## src/rtl/shifter_seq32.sv

```systemverilog
// Multi-cycle shifter with start/done handshake: SRA/SRL/SLL, one position per clock.
// Define SHIFT_FAST4_EN to shift four positions per clock while at least four remain.
module shifter_seq32 #(
  parameter int unsigned WIDTH = 32
) (
  input  logic             clk,
  input  logic             rst,
  input  logic             start,
  input  logic [WIDTH-1:0] a,
  input  logic [4:0]       b,
  input  logic [1:0]       aluc,
  output logic [WIDTH-1:0] c,
  output logic             busy,
  output logic             done
);

  localparam logic [1:0] StIdle  = 2'd0;
  localparam logic [1:0] StShift = 2'd1;
  localparam logic [1:0] StDone  = 2'd2;

  logic [1:0]       state_q, state_d;
  logic [WIDTH-1:0] acc_q, acc_d;
  logic [4:0]       cnt_q, cnt_d;
  logic [1:0]       op_q, op_d;
  logic [2:0]       step;

  // aluc encoding: 00 arithmetic right, 01 logical right, 1x logical left.
  function automatic logic [WIDTH-1:0] shift_by(input logic [WIDTH-1:0] val,
                                                input logic [1:0] op,
                                                input logic [2:0] amt);
    logic [WIDTH-1:0] res;
    unique case (op)
      2'b00:   res = WIDTH'($signed(val) >>> amt);
      2'b01:   res = val >> amt;
      default: res = val << amt;
    endcase
    return res;
  endfunction

  always_comb begin
    state_d = state_q;
    acc_d   = acc_q;
    cnt_d   = cnt_q;
    op_d    = op_q;
    step    = 3'd1;
    case (state_q)
      StIdle, StDone: begin
        if (start) begin
          acc_d   = a;
          cnt_d   = b;
          op_d    = aluc;
          state_d = StShift;
        end else begin
          state_d = StIdle;
        end
      end
      StShift: begin
        if (cnt_q == 5'd0) begin
          state_d = StDone;
        end else begin
`ifdef SHIFT_FAST4_EN
          if (cnt_q >= 5'd4) step = 3'd4;
`endif
          acc_d = shift_by(acc_q, op_q, step);
          cnt_d = cnt_q - {2'b00, step};
        end
      end
      default: state_d = StIdle;
    endcase
  end

  always_ff @(posedge clk) begin
    if (rst) begin
      state_q <= StIdle;
      acc_q   <= '0;
      cnt_q   <= '0;
      op_q    <= '0;
    end else begin
      state_q <= state_d;
      acc_q   <= acc_d;
      cnt_q   <= cnt_d;
      op_q    <= op_d;
    end
  end

  assign c    = acc_q;
  assign busy = (state_q == StShift);
  assign done = (state_q == StDone);

endmodule

```

## config.mk

```make
export PLATFORM = sky130hd
export DESIGN_NAME = shifter_seq32
export DESIGN_NICKNAME = d
export VERILOG_FILES = /design/src/rtl/shifter_seq32.sv
export SDC_FILE = /design/constraint.sdc
export NUM_CORES = 1
export LEC_CHECK = 0
export CORE_MARGIN = 2
export CORE_UTILIZATION = 45
export CTS_CLUSTER_SIZE = 16
export DETAILED_ROUTE_END_ITERATION = 7
export GPL_TIMING_DRIVEN = 0
export PLACE_DENSITY = 0.89
export SYNTH_ARGS = -nofsm -noshare
export SYNTH_HDL_FRONTEND = slang
export SYNTH_SLANG_ARGS = --single-unit
```

## constraint.sdc

```tcl
create_clock -name clk -period 4.05 [get_ports clk]
set_input_delay 0.81 -clock clk [delete_from_list [all_inputs] [get_ports clk]]
set_output_delay 0.81 -clock clk [all_outputs]
set_load 0.01 [all_outputs]
```

==> qor.tcl <==
set qor(outcome) {completed}
set qor(placement.io_buffers) 74
set qor(synthCells) 229
set qor(syn-mean-instance-area_sq_um) 9.097
set qor(rr_startpoint) {cnt_q[0]$_SDFFE_PP0P_}
set qor(leak_pwr_nw) 1.030
set qor(critPathArrivalTime_ps) 1650
set qor(rows) 24
set qor(post_cts_sizing_count) 0
set qor(clock_skew_ps) 6.379
set qor(number_of_antenna_repair_diodes) 0
set qor(floorplan.initialDensity_pct) 47.19
set qor(ys.warnings.count) 0
set qor(placedInstanceArea_sq_um) 2889
set qor(crit_cells) 4
set qor(netlist-cell-type-count) 32
set qor(core_area_sq_um) 4414
set qor(fin_tns_setup_ps) 0
set qor(cts.htree.levels) 2
set qor(critPathCapture) {busy}
set qor(via_count_of_the_first_global_routing_pass) 1914
set qor(die_area_sq_um) 5190
set qor(postRouteWirelength_um) 5215
set qor(postCtsSetupBuffers) 0
set qor(critPathBufInv) 3
set qor(tritoncts_clock_tree) {done}
set qor(timing.critical_path.cells) {nand2b_1 -> clkbuf_1 -> inv_2 -> clkdlybuf4s50_1}
set qor(die_y_um) 72.04
set qor(synthToLayoutAreaGrowth_pct) 42.52
set qor(most_used_dff_post_synth) {sky130_fd_sc_hd__dfxtp_1}
set qor(mappedNetlistArea_sq_um) 2083
set qor(post-synth-top-area-fraction_pct) 39.40
set qor(setup_viol_count_final) 0
set qor(worstSetupPathType) {flip-flop to primary output}
set qor(finalNonFillerCells) 363
set qor(cts_hold_buffers) 0
set qor(final-max-slew-violation-count) 0
set qor(report.final.hold_viol_count) 0
set qor(track_usage_pct) 20.70
set qor(worst_ep_required_time_ps) 3240
set qor(detail_route.wl_per_cell_um) 14.37
set qor(min_path_type) {flip-flop to flip-flop}
set qor(cp-start-kind) {flip-flop}
set qor(critical_path.endpoint_type) {primary output}
set qor(dieWidth_um) 72.04
set qor(synth_top_cells_by_count) {sky130_fd_sc_hd__dfxtp_1 (41), sky130_fd_sc_hd__a21oi_1 (35), sky130_fd_sc_hd__nor2_1 (34), sky130_fd_sc_hd__mux2i_1 (33), sky130_fd_sc_hd__o2bb2ai_1 (31)}
set qor(synth.yosys.seq_area_share_pct) 39.40
set qor(placed_cells) 355
set qor(clkTransAtPathRegs_ps) 70
set qor(number_of_flops_mapped_to_enable_cells_by_yosys) 0
set qor(final.min_clock_period_ps) 2458
set qor(ff_latch_area_sq_um) 820.8
set qor(slowest_delay_ps) 500
set qor(gpl.final_weighted_congestion) 0.8372
set qor(drt_pass1_iterations) 4
set qor(clkLatencyLatePin_ps) 290
set qor(max_freq_mhz) 406.8
set qor(critical-path-slowest-cell) {sky130_fd_sc_hd__clkdlybuf4s50_1}
set qor(postLayoutSetupSlackWorst_ps) 1592
set qor(root_buffer) {sky130_fd_sc_hd__clkbuf_8}
set qor(worst_hold_slack_ps) 475.7
set qor(reg2reg_setup_slack_ps) 2080
set qor(power_per_cell_area_nw_per_um2) 359.6
set qor(critical_path.max_fanout) 8
set qor(antenna_found_initial) 0
set qor(final_net_count) 353
set qor(utilization_pct) 67.26
set qor(place_worst_setup_slack_ps) 1359
set qor(ys_top_cells_by_area) {sky130_fd_sc_hd__dfxtp_1 (39%), sky130_fd_sc_hd__mux2i_1 (16%), sky130_fd_sc_hd__o2bb2ai_1 (13%)}
set qor(multiInputGateArea_sq_um) 1124
set qor(rsz0062_at_grt) {no}
set qor(drive_above_1_share_pct) 6.752
set qor(vias) 1987
set qor(critical-path-top-delay-family) {buffers and inverters}
set qor(dp_hpwl_um) 3763
set qor(drt_first_iter_violations) 131
set qor(max_cap_check_violation_count) 0
set qor(synthArstFlopShare_pct) 0
set qor(tightestPinTransition_ps) 481.8
set qor(global_route.overflow_total) 0
set qor(irDropWorstVdd_v) 0.0001935
set qor(rr_endpoint) {c[10]$_SDFFE_PP0P_}
set qor(final_cycle_utilization_of_the_critical_path_pct) 60.70
set qor(post-route-drc-count) 0
set qor(reg2reg_depth) 7
set qor(cts-buffers-inserted) 5
set qor(power_mw) 1.068
set qor(boundaryPins) 76
set qor(stdcell_area_sq_um) 2969
set qor(cts-root-to-sink-buffers) 2
set qor(cts.sink_count) 41
set qor(slew_headroom_pct) 67.88
set qor(ant_nets) 0
set qor(ys_ff_latch) 41
set qor(post_drt_via_cell_ratio) 5.474
set qor(post-synth-top-count-cell) {sky130_fd_sc_hd__dfxtp_1}
set qor(synth.largest_area_cell) {sky130_fd_sc_hd__dfxtp_1}
set qor(synthesis.nets) 272
set qor(fill_cells) 379
set qor(pin_count_of_the_biggest_net_entering_global_routing) 12
set qor(cp-startpoint) {state_q[1]$_SDFFE_PP0P_}
set qor(grt_pass1_wl_um) 8556
==> cell usage in the layout, fill, tap and decap left out, drive strengths merged, types with 2 or more instances in the layout <==
cell	n
nor2	34
nor2b	2
a21oi	35
buf	10
nor3	3
a211oi	3
o2bb2ai	32
dfxtp	41
nand2b	2
mux2i	33
or2	2
clkdlybuf4s50	74
nand2	2
nor3b	2
o21ai	2
clkbuf	19
inv	5
==> sequential cells by signal (all words and copies together) (netlist names) <==
register and cells:
c 32, cnt_q 5, op_q 2, state_q 2
==> power by group <==
part | internal, mW | switching, mW
clock | 0.122 | 0.129
combinational | 0.178 | 0.147
sequential | 0.446 | 0.0437
==> cell type report <==
type / instances / area share (%)
clock buffer: 8 / 2.697
tap: 52 / 2.191
inverter: 5 / 0.6321
timing repair buffer: 74 / 24.95
buffer: 21 / 4.046
sequential: 41 / 27.64
multi-input combinational: 162 / 37.84
==> how the worst min path moves through the flow <==
stage	start	cells past startpoint	end	slack, ps
3_3_place_gp	c[31]$_SDFFE_PP0P_	2	c[31]$_SDFFE_PP0P_	470
6_report	c[31]$_SDFFE_PP0P_	2	c[31]$_SDFFE_PP0P_	480
4_1_cts	c[31]$_SDFFE_PP0P_	2	c[31]$_SDFFE_PP0P_	480
2_1_floorplan	cnt_q[4]$_SDFFE_PP0P_	1	state_q[1]$_SDFFE_PP0P_	440
3_5_place_dp	c[31]$_SDFFE_PP0P_	2	c[31]$_SDFFE_PP0P_	470
5_1_grt	c[31]$_SDFFE_PP0P_	2	c[31]$_SDFFE_PP0P_	510
==> routing by layer <==
metal / global-route usage [%] / vias to the layer above / share of wire [%]
met5: 0 / - / 0
met4: 7.966 / 0 / 1.4
met3: 5.417 / 9 / 7.6
met2: 35.08 / 81 / 46
met1: 25.15 / 907 / 44
li1: - / 990 / -
==> cell families after synthesis <==
logic type	synth area share, %
compound gates	25.29
simple gates	12.19
flops	39.40
mux	15.86
buf+inv	6.666
fa+ha+maj	0.6005
==> tightest hold or removal path, stage by stage (launching register included) <==
cell and delay [ps]:
sky130_fd_sc_hd__dfxtp_1 320, sky130_fd_sc_hd__inv_1 50, sky130_fd_sc_hd__a211oi_1 50
(Power assumes the default switching activity.)
